$ cat config.mk
export PLATFORM = sky130hd
export DESIGN_NAME = pe_mcxmac_pause_sched_flat
export DESIGN_NICKNAME = d
export VERILOG_FILES = /design/src/rtl/pe_mcxmac_pkg.sv /design/src/rtl/pe_mcxmac_pause_sched_if.sv /design/src/rtl/pe_mcxmac_quanta_timer.sv /design/src/rtl/pe_mcxmac_pause_sched.sv /design/src/flat_wrapper.sv
export SDC_FILE = /design/constraint.sdc
export NUM_CORES = 1
export LEC_CHECK = 0
export CORE_UTILIZATION = 50
export DETAILED_ROUTE_END_ITERATION = 12
export DONT_BUFFER_PORTS = 1
export HOLD_SLACK_MARGIN = 0.1
export PLACE_DENSITY_LB_ADDON = 0.3
export SYNTH_ARGS = -nofsm -noshare
export SYNTH_HDL_FRONTEND = slang
export SYNTH_SLANG_ARGS = --single-unit
$ cat constraint.sdc
create_clock -name tx_clk -period 2.63 [get_ports tx_clk]
set_input_delay 0.526 -clock tx_clk [delete_from_list [all_inputs] [get_ports tx_clk]]
set_output_delay 0.526 -clock tx_clk [all_outputs]
set_load 0.005 [all_outputs]
$ cat src/rtl/pe_mcxmac_pkg.sv
// Shared types and constants for the MAC transmit pause scheduler.
package pe_mcxmac_pkg;

  localparam int unsigned QW_DEF       = 16;
  localparam int unsigned SLOT_CYC_DEF = 64;

  localparam logic [15:0] XON_QUANTA = 16'h0000;

  typedef enum logic [1:0] {
    ST_IDLE   = 2'd0,
    ST_CLIENT = 2'd1,
    ST_CTRL   = 2'd2
  } sched_state_e;

endpackage

$ cat src/rtl/pe_mcxmac_pause_sched_if.sv
// Frame handshake between the scheduler, the client/control-frame sources and the TX function block.
import pe_mcxmac_pkg::*;

interface pe_mcxmac_pause_sched_if #(
  parameter int unsigned QW = QW_DEF
);
  logic          cli_tx_req;
  logic          cli_tx_gnt;
  logic          ctl_tx_req;
  logic [QW-1:0] ctl_tx_quanta;
  logic          tx_frame_done;

  modport master (
    output cli_tx_req, tx_frame_done,
    input  cli_tx_gnt, ctl_tx_req, ctl_tx_quanta
  );

  modport slave (
    input  cli_tx_req, tx_frame_done,
    output cli_tx_gnt, ctl_tx_req, ctl_tx_quanta
  );
endinterface

$ cat src/rtl/pe_mcxmac_quanta_timer.sv
// Pause-quantum down-counter: a SLOT_CYC prescaler drives a loadable counter that saturates at 0.
module pe_mcxmac_quanta_timer
  import pe_mcxmac_pkg::*;
#(
  parameter int unsigned QW       = QW_DEF,
  parameter int unsigned SLOT_CYC = SLOT_CYC_DEF
) (
  input  logic          clk,
  input  logic          rst,
  input  logic          i_load,
  input  logic          i_clr,
  input  logic [QW-1:0] i_load_val,
  output logic          o_nz,
  output logic          o_expire_c
);
  localparam int unsigned PW = (SLOT_CYC > 1) ? $clog2(SLOT_CYC) : 1;

  logic [PW-1:0] r_pre, w_pre_nxt;
  logic [QW-1:0] r_cnt, w_cnt_nxt;
  logic          r_nz;
  logic          w_wrap;

  assign w_wrap = (r_pre == PW'(SLOT_CYC - 1));

  // Prescaler only runs while the counter is non-zero; a load restarts the quantum.
  always_comb begin
    w_pre_nxt = '0;
    w_cnt_nxt = r_cnt;
    if (i_load) begin
      w_cnt_nxt = i_load_val;
    end else if (i_clr) begin
      w_cnt_nxt = '0;
    end else if (r_cnt != '0) begin
      w_pre_nxt = w_wrap ? '0 : r_pre + PW'(1);
      if (w_wrap) w_cnt_nxt = r_cnt - QW'(1);
    end
  end

  always_ff @(posedge clk or posedge rst) begin
    if (rst) begin
      r_pre <= '0;
      r_cnt <= '0;
      r_nz  <= 1'b0;
    end else begin
      r_pre <= w_pre_nxt;
      r_cnt <= w_cnt_nxt;
      r_nz  <= (w_cnt_nxt != '0);
    end
  end

  assign o_nz       = r_nz;
  assign o_expire_c = w_wrap && (r_cnt == QW'(1)) && !i_load && !i_clr;

endmodule

$ cat src/rtl/pe_mcxmac_pause_sched.sv
// TX scheduler arbitrating client and PAUSE frames, honouring received PAUSE and issuing XOFF/XON.
// Optional PE_MCXMAC_PAUSE_STATS_EN adds saturating PAUSE tx/rx frame counters.
module pe_mcxmac_pause_sched
  import pe_mcxmac_pkg::*;
#(
  parameter int unsigned QW       = QW_DEF,
  parameter int unsigned SLOT_CYC = SLOT_CYC_DEF
) (
  input  logic          tx_clk,
  input  logic          tx_rst,
  input  logic          cfg_tx_flow_en,
  input  logic          cfg_rx_flow_en,
  input  logic [QW-1:0] cfg_pause_quanta,
  input  logic [QW-1:0] cfg_refresh_q,
  input  logic          xoff_req,
  input  logic          rx_pause_vld,
  input  logic [QW-1:0] rx_pause_quanta,
  output logic          tx_paused,
`ifdef PE_MCXMAC_PAUSE_STATS_EN
  output logic [15:0]   stat_pause_tx,
  output logic [15:0]   stat_pause_rx,
`endif
  pe_mcxmac_pause_sched_if.slave tx_if
);
  sched_state_e  r_state, w_state_nxt;
  logic          r_gnt, w_gnt_nxt;
  logic          r_ctl_req, w_ctl_req_nxt;
  logic [QW-1:0] r_ctl_q, w_ctl_q_nxt;
  logic          r_pend, r_xoff_d, r_xoff_sent;
  logic [QW-1:0] r_pend_q;

  logic w_paused, w_rx_load, w_rx_clr;
  logic w_ref_load, w_ref_clr, w_ref_exp;
  logic w_unused_rx_exp, w_unused_ref_nz;
  logic w_take_ctl, w_take_cli, w_done_ctl;
  logic w_xoff_rise, w_xon, w_refresh;

  assign w_take_ctl  = (r_state == ST_IDLE) && r_pend && cfg_tx_flow_en;
  assign w_take_cli  = (r_state == ST_IDLE) && !w_take_ctl && tx_if.cli_tx_req && !w_paused;
  assign w_done_ctl  = (r_state == ST_CTRL) && tx_if.tx_frame_done;
  assign w_xoff_rise = cfg_tx_flow_en && xoff_req && !r_xoff_d;
  assign w_xon       = cfg_tx_flow_en && !xoff_req && r_xoff_d && r_xoff_sent;
  assign w_refresh   = cfg_tx_flow_en && xoff_req && w_ref_exp;

  assign w_rx_load  = rx_pause_vld && cfg_rx_flow_en;
  assign w_rx_clr   = !cfg_rx_flow_en;
  // Refresh interval starts when an XOFF frame finishes while the FIFO is still above high water.
  assign w_ref_load = w_done_ctl && (r_ctl_q != QW'(XON_QUANTA)) && xoff_req && cfg_tx_flow_en;
  assign w_ref_clr  = !xoff_req || !cfg_tx_flow_en;

  pe_mcxmac_quanta_timer #(.QW(QW), .SLOT_CYC(SLOT_CYC)) u_rx_timer (
    .clk        (tx_clk),
    .rst        (tx_rst),
    .i_load     (w_rx_load),
    .i_clr      (w_rx_clr),
    .i_load_val (rx_pause_quanta),
    .o_nz       (w_paused),
    .o_expire_c (w_unused_rx_exp)
  );

  pe_mcxmac_quanta_timer #(.QW(QW), .SLOT_CYC(SLOT_CYC)) u_ref_timer (
    .clk        (tx_clk),
    .rst        (tx_rst),
    .i_load     (w_ref_load),
    .i_clr      (w_ref_clr),
    .i_load_val (cfg_refresh_q),
    .o_nz       (w_unused_ref_nz),
    .o_expire_c (w_ref_exp)
  );

  always_ff @(posedge tx_clk or posedge tx_rst) begin
    if (tx_rst) begin
      r_state   <= ST_IDLE;
      r_gnt     <= 1'b0;
      r_ctl_req <= 1'b0;
      r_ctl_q   <= '0;
    end else begin
      r_state   <= w_state_nxt;
      r_gnt     <= w_gnt_nxt;
      r_ctl_req <= w_ctl_req_nxt;
      r_ctl_q   <= w_ctl_q_nxt;
    end
  end

  always_comb begin
    w_state_nxt = r_state;
    case (r_state)
      ST_IDLE: begin
        if (w_take_ctl)      w_state_nxt = ST_CTRL;
        else if (w_take_cli) w_state_nxt = ST_CLIENT;
      end
      ST_CLIENT, ST_CTRL: begin
        if (tx_if.tx_frame_done) w_state_nxt = ST_IDLE;
      end
      default: w_state_nxt = ST_IDLE;
    endcase
  end

  always_comb begin
    w_gnt_nxt     = 1'b0;
    w_ctl_req_nxt = r_ctl_req;
    w_ctl_q_nxt   = r_ctl_q;
    if (w_take_ctl) begin
      w_ctl_req_nxt = 1'b1;
      w_ctl_q_nxt   = r_pend_q;
    end else if (w_take_cli) begin
      w_gnt_nxt = 1'b1;
    end
    if (w_done_ctl) w_ctl_req_nxt = 1'b0;
  end

  // Single pending-control slot; the latest XOFF/XON/refresh event overwrites its quanta.
  always_ff @(posedge tx_clk or posedge tx_rst) begin
    if (tx_rst) begin
      r_pend      <= 1'b0;
      r_pend_q    <= '0;
      r_xoff_d    <= 1'b0;
      r_xoff_sent <= 1'b0;
    end else begin
      r_xoff_d <= xoff_req;
      if (!cfg_tx_flow_en) begin
        r_pend      <= 1'b0;
        r_xoff_sent <= 1'b0;
      end else begin
        if (w_xoff_rise || w_refresh) begin
          r_pend   <= 1'b1;
          r_pend_q <= cfg_pause_quanta;
        end else if (w_xon) begin
          r_pend   <= 1'b1;
          r_pend_q <= QW'(XON_QUANTA);
        end else if (w_take_ctl) begin
          r_pend <= 1'b0;
        end
        if (w_xoff_rise)  r_xoff_sent <= 1'b1;
        else if (w_xon)   r_xoff_sent <= 1'b0;
      end
    end
  end

  assign tx_if.cli_tx_gnt    = r_gnt;
  assign tx_if.ctl_tx_req    = r_ctl_req;
  assign tx_if.ctl_tx_quanta = r_ctl_q;
  assign tx_paused           = w_paused;

`ifdef PE_MCXMAC_PAUSE_STATS_EN
  logic [15:0] r_stat_tx, r_stat_rx;

  always_ff @(posedge tx_clk or posedge tx_rst) begin
    if (tx_rst) begin
      r_stat_tx <= '0;
      r_stat_rx <= '0;
    end else begin
      if (w_done_ctl && (r_stat_tx != 16'hFFFF)) r_stat_tx <= r_stat_tx + 16'd1;
      if (w_rx_load && (r_stat_rx != 16'hFFFF))  r_stat_rx <= r_stat_rx + 16'd1;
    end
  end

  assign stat_pause_tx = r_stat_tx;
  assign stat_pause_rx = r_stat_rx;
`endif

endmodule
$ cat src/flat_wrapper.sv
// flat-port wrapper written by rule: the top's interface ports become plain ports
module pe_mcxmac_pause_sched_flat import pe_mcxmac_pkg::*;
#(
  parameter int unsigned QW       = QW_DEF,
  parameter int unsigned SLOT_CYC = SLOT_CYC_DEF
)
  (tx_clk, tx_rst, cfg_tx_flow_en, cfg_rx_flow_en, cfg_pause_quanta, cfg_refresh_q, xoff_req, rx_pause_vld, rx_pause_quanta, tx_paused, tx_if_cli_tx_req, tx_if_tx_frame_done, tx_if_cli_tx_gnt, tx_if_ctl_tx_req, tx_if_ctl_tx_quanta);
  pe_mcxmac_pause_sched_if #(.QW(QW)) tx_if_i ();
  input  logic tx_clk;
  input  logic tx_rst;
  input  logic cfg_tx_flow_en;
  input  logic cfg_rx_flow_en;
  input  logic [QW-1:0] cfg_pause_quanta;
  input  logic [QW-1:0] cfg_refresh_q;
  input  logic xoff_req;
  input  logic rx_pause_vld;
  input  logic [QW-1:0] rx_pause_quanta;
  output logic tx_paused;
  input wire logic [$bits(tx_if_i.cli_tx_req)-1:0] tx_if_cli_tx_req;
  input wire logic [$bits(tx_if_i.tx_frame_done)-1:0] tx_if_tx_frame_done;
  output wire logic [$bits(tx_if_i.cli_tx_gnt)-1:0] tx_if_cli_tx_gnt;
  output wire logic [$bits(tx_if_i.ctl_tx_req)-1:0] tx_if_ctl_tx_req;
  output wire logic [$bits(tx_if_i.ctl_tx_quanta)-1:0] tx_if_ctl_tx_quanta;
  assign tx_if_i.cli_tx_req = tx_if_cli_tx_req;
  assign tx_if_i.tx_frame_done = tx_if_tx_frame_done;
  assign tx_if_cli_tx_gnt = tx_if_i.cli_tx_gnt;
  assign tx_if_ctl_tx_req = tx_if_i.ctl_tx_req;
  assign tx_if_ctl_tx_quanta = tx_if_i.ctl_tx_quanta;
  pe_mcxmac_pause_sched #(.QW(QW), .SLOT_CYC(SLOT_CYC)) u_core (.tx_clk(tx_clk), .tx_rst(tx_rst), .cfg_tx_flow_en(cfg_tx_flow_en), .cfg_rx_flow_en(cfg_rx_flow_en), .cfg_pause_quanta(cfg_pause_quanta), .cfg_refresh_q(cfg_refresh_q), .xoff_req(xoff_req), .rx_pause_vld(rx_pause_vld), .rx_pause_quanta(rx_pause_quanta), .tx_paused(tx_paused), .tx_if(tx_if_i));
endmodule
======== Yosys cells after proc, flatten, opt, wreduce, memory -nomap -nowiden ========
Index checks and enable logic that the tools add are counted.
storage, ports and cells
  register bits after elaboration ......... 84
  input bits .............................. 56
  logic and storage cells ................. 100
operators by class
  add/sub/neg operators ................... 4
  equality and inequality tests ........... 9
  multiplexer cells ....................... 33
  reductions and logical operators ........ 41
operators by type and width
  kind                     count
  $mux W16                 10
  $reduce_bool A16 Y1      4
  $mux W6                  8
  $sub A16 B1 Y16 const B  2
  $logic_and A1 B1 Y1      19
  $eq A16 B1 Y1 const B    1
  $add A6 B1 Y6 const B    2
  $eq A6 B6 Y1 const B     2
  $mux W1                  11
  $logic_not A1 Y1         7
  $mux W2                  3
  $ne A3 B1 Y1 const B     2
  $reduce_and A2 Y1        3
  $reduce_bool A3 Y1       2
  $ne A4 B1 Y1 const B     1
  $pmux W2 S2              1
  $reduce_bool A2 Y1       2
  $eq A2 B1 Y1 const B     1
  $eq A2 B2 Y1 const B     1
  $logic_not A2 Y1         1
  $logic_or A1 B1 Y1       2
  $ne A2 B2 Y1 const B     1
  $reduce_or A2 Y1         1

======== Logic depth before layout (Yosys ltp) ========
  depth after elaboration ................. 12
  gate-level depth with buffers ........... 10
  gate-level depth less buffers ........... 9

======== By module ========
From an unflattened synthesis, not the netlist that was laid out.
unflattened totals
  cells, all modules ...................... 438
  area total of the unflattened synthesis .. 4561.9 um^2
modules (own cells, without submodules)
  module                                       times used  cells each  area an instance (um^2)  sequential area each (um^2)
  pe_mcxmac_pause_sched                        1           116         1581.5                   975.9
  pe_mcxmac_quanta_timer (u_core.u_rx_timer)   1           175         1526.5                   575.6
  pe_mcxmac_quanta_timer (u_core.u_ref_timer)  1           147         1453.9                   575.6

======== Least setup slack after synthesis ========
Ideal clock, no wire load.
  path type ............................... register to register
  start ................................... register u_core.u_ref_timer.r_cnt[0]
  end ..................................... register u_core.u_ref_timer.r_cnt[15]
  setup time .............................. 122 ps
  data arrival time ....................... 2382 ps
  required time ........................... 2508 ps
  path slack .............................. 127 ps
  stages on the path, launching flop included .. 8
  period minus slack after synthesis ...... 2503 ps
  cells stage by stage .................... dfrtp_1 or3_1 or3_4 or3_4 or3_4 a211oi_4 nand2_1 a32o_1
on the way
  word-level cells in the longest chain between the ends .. 5
  elaborated cells on any way between the ends .. 8
  those cells by class .................... add/sub: 1; mux: 4; reduce/logical: 3
RTL lines
  what                      RTL line                      source
  start: declaration        pe_mcxmac_quanta_timer.sv:19  logic [QW-1:0] r_cnt, w_cnt_nxt;
  start signal: assignment  pe_mcxmac_quanta_timer.sv:46  r_cnt <= w_cnt_nxt;
  $sub A16 B1 Y16           pe_mcxmac_quanta_timer.sv:35  if (w_wrap) w_cnt_nxt = r_cnt - QW'(1);
  $mux W16                  pe_mcxmac_quanta_timer.sv:35
  $mux W16                  pe_mcxmac_quanta_timer.sv:33  end else if (r_cnt != '0) begin
  $mux W16                  pe_mcxmac_quanta_timer.sv:31  end else if (i_clr) begin
  $mux W16                  pe_mcxmac_quanta_timer.sv:29  if (i_load) begin
Parallel ways exist; a longest one is shown, timed or not. The select of a mux whose other input is x is not followed.
A chain may end at the register's enable or synchronous reset.

======== Worst setup path after layout ========
  start ................................... register u_core.u_ref_timer.r_cnt[1]
  end ..................................... register u_core.u_ref_timer.r_cnt[15]
The elaborated chain is that of the path after synthesis.

==> qor.txt <==
Cell Chain, Critical Path: or3_1 > or3_4 > or3_4 > or3_4 > a211oi_4 > nand2_1 > a32o_1
CTS root buf: clkbuf_8
Skew-Pair Late Insertion Delay: 0.35 ns
gr usage total: 22.2%
CP dominant cell by count: or3_4
PD cells: 711 nW/um^2
CP peak stage delay: 0.42 ns
Yosys warning count: 0
normalized max-slew margin: 42.1%
DRC Markers: 0
DRT Pass-1 Iters: 4
synthesized area: 4240 um^2
# setup viols final: 0
syn_area_per_cell: 10.2 um^2
Data arrival, critical path: 2.78 ns
worst slew pin tran: 0.866 ns
Slew Viols, Final: 0
Hold Path Class: in2reg
CP max-delay cell: dfrtp_1
count of final hold-check violations: 0
share of layout cells above drive strength 1: 18.9%
Final min period: 2.54 ns
crit path kind: reg2reg
VDD IR max: 0.447 mV
Final period util: 96.6%
DR WL/cell: 16.7 um
R2R depth: 7
Worst Hold Depth: 0
fin nets: 503
Die H: 94.1 um
Syn Nets: 480
final wirelength: 9.19 mm
vias per inst: 5.99
GRT overflow: 0
FMAX: 394 MHz
TritonCTS clock tree: done
antenna violations before repair: 0
area added between synthesis and finish: 11.9%
CP Max Fanout: 4
io pins: 75
Async SR Flop Fraction: 100%
R2R Setup Slk: 0.09 ns
crit path launch type: flip-flop
EDFF count, synth: 0
vias in the first global route: 3226
Crit. End Element: flip-flop
Iter 0 DRT Violations: 157
LEAKAGE: 2.10 nW
global placer's final weighted congestion: 0.806
Port Buffer Count: 0
hpwl dp: 6.69 mm
top_reg_cell synth: dfrtp_1
RSZ-0062 raised after global routing: true
synthesized instance count: 416
Initial Util: 51.6%
Die ar.: 8850 um^2
CTS Hold Buffers Added: 0
Clock Sinks: 84
TritonCTS buffer count: 9
Hold Slack: 0.190 ns
commonest non-fill, non-tap cells in the layout: dfrtp_1, a21oi_1, nand2_1, nor2_1, buf_4
Max Cap Violations: 0
register area share after synthesis: 49.6%
Row Count: 33
total power: 3.37 mW
clock skew: 0.0111 ns
ANT nets after route: 0
Max Buffers Root-to-Sink: 2
#FFs+latches synth: 84
Core Region: 8220 um^2
first-pass GRT wire length: 15.2 mm
commonest non-fill, non-tap cell in the layout: dfrtp_1
number of diodes: 0
largest net degree at the start of global routing: 41
Vias: 3286
outcome: finished clean
die span in x: 94.1 um
number of distinct library cells after synthesis: 55
H-Tree Depth: 3
Req. time, crit path: 2.87 ns
Reg clk slew, reported paths: 0.10 ns
registers in the layout, indices dropped and copies added, names as in the netlist:
signal	flops
u_core.r_pend	1
u_core.r_pend_q	16
u_core.r_state	2
u_core.r_xoff_d	1
u_core.r_xoff_sent	1
u_core.tx_if.cli_tx_gnt	1
u_core.tx_if.ctl_tx_quanta	16
u_core.tx_if.ctl_tx_req	1
u_core.u_ref_timer.r_cnt	16
u_core.u_ref_timer.r_pre	6
u_core.u_rx_timer.o_nz	1
u_core.u_rx_timer.r_cnt	16
u_core.u_rx_timer.r_pre	6
cells in the mapped netlist (all sizes together), types with 11 or more instances:
cell type / instances / area [um^2]
xnor2: 14 / 123
o21ai: 20 / 100
nor3: 13 / 65.1
a21oi: 41 / 209
nor4: 14 / 103
clkbuf: 11 / 41.3
nand2: 32 / 120
nand3: 11 / 55.1
mux2: 16 / 180
inv: 15 / 56.3
dfrtp: 84 / 2100
nor2: 32 / 120
a22o: 17 / 149
where the power goes:
part	total (mW)	switching, mW	internal (mW)	leakage, nW
Sequential	1.72	0.209	1.51	1.10
Combinational	0.740	0.359	0.381	0.905
Clock	0.916	0.536	0.380	0.103
critical path: cells and delay by family (launching register included):
family	cells	cell delay, ns
AO/OA/AOI/OAI	2	0.47
AND/OR/NAND/NOR	5	1.56
flip-flops	1	0.42
final timing paths:
path | to | startpoint
max in group asynchronous | u_core.u_rx_timer.r_cnt[2] | tx_rst
worst max register to register | u_core.u_ref_timer.r_cnt[15] | u_core.u_ref_timer.r_cnt[1]
worst min-delay path | u_core.r_xoff_d | xoff_req
worst max-delay path | u_core.u_ref_timer.r_cnt[15] | u_core.u_ref_timer.r_cnt[1]
min in group asynchronous | u_core.u_rx_timer.r_cnt[13] | tx_rst
worst min register to register | u_core.u_rx_timer.r_pre[0] | u_core.u_rx_timer.r_pre[0]
through the flow:
stage / cell area, um^2 / setup WS [ns] / TNS [ns] / std cells / util [%]
after floorplan: 4240 / 0.127 / 0 / 416 / -
after global placement: 4500 / 0.0724 / 0 / 530 / 54.8
after detailed placement: 4500 / -0.0122 / -0.0122 / 530 / 54.8
after CTS: 4700 / 0.00514 / 0 / 547 / 57.3
after global routing: 4740 / -0.0433 / -0.0507 / 549 / 57.7
final: 4740 / 0.0904 / 0 / 549 / 57.7
layer usage:
metal	part of all wire, %	up-vias	GRT usage (%)
met5	0	-	0
met4	0.94	0	4.49
met3	6.6	9	7.04
met2	47	89	34.1
met1	45	1621	30.8
li1	-	1567	-
final cells by class:
class / count / area [um^2]
Clock buffer: 9 / 124
Clock inverter: 7 / 73.8
Fill cell: 710 / 3480
Inverter: 15 / 60.1
Multi-Input combinational cell: 301 / 2030
Sequential cell: 84 / 2100
Tap cell: 105 / 131
Timing Repair Buffer: 28 / 223
cells by family (layout without fill, tap and decap cells):
| group | Yosys count | in the layout | synth area share [%] |
|---|---|---|---|
| fa+ha+maj | 8 | 8 | 2.36 |
| mux | 16 | 16 | 4.25 |
| compound gates | 112 | 112 | 17.7 |
| buf+inv | 31 | 59 | 3.16 |
| flops | 84 | 84 | 49.6 |
| simple gates | 147 | 147 | 19.2 |
| xor+xnor | 18 | 18 | 3.72 |
repair_timing:
action | 4_1_cts | 5_1_grt
pin swaps | 1 | 6
setup endpoints to repair | 1 | 19
buffers inserted | 1 | 2
gates resized for setup | 0 | 4
(Power assumes the default switching activity.)
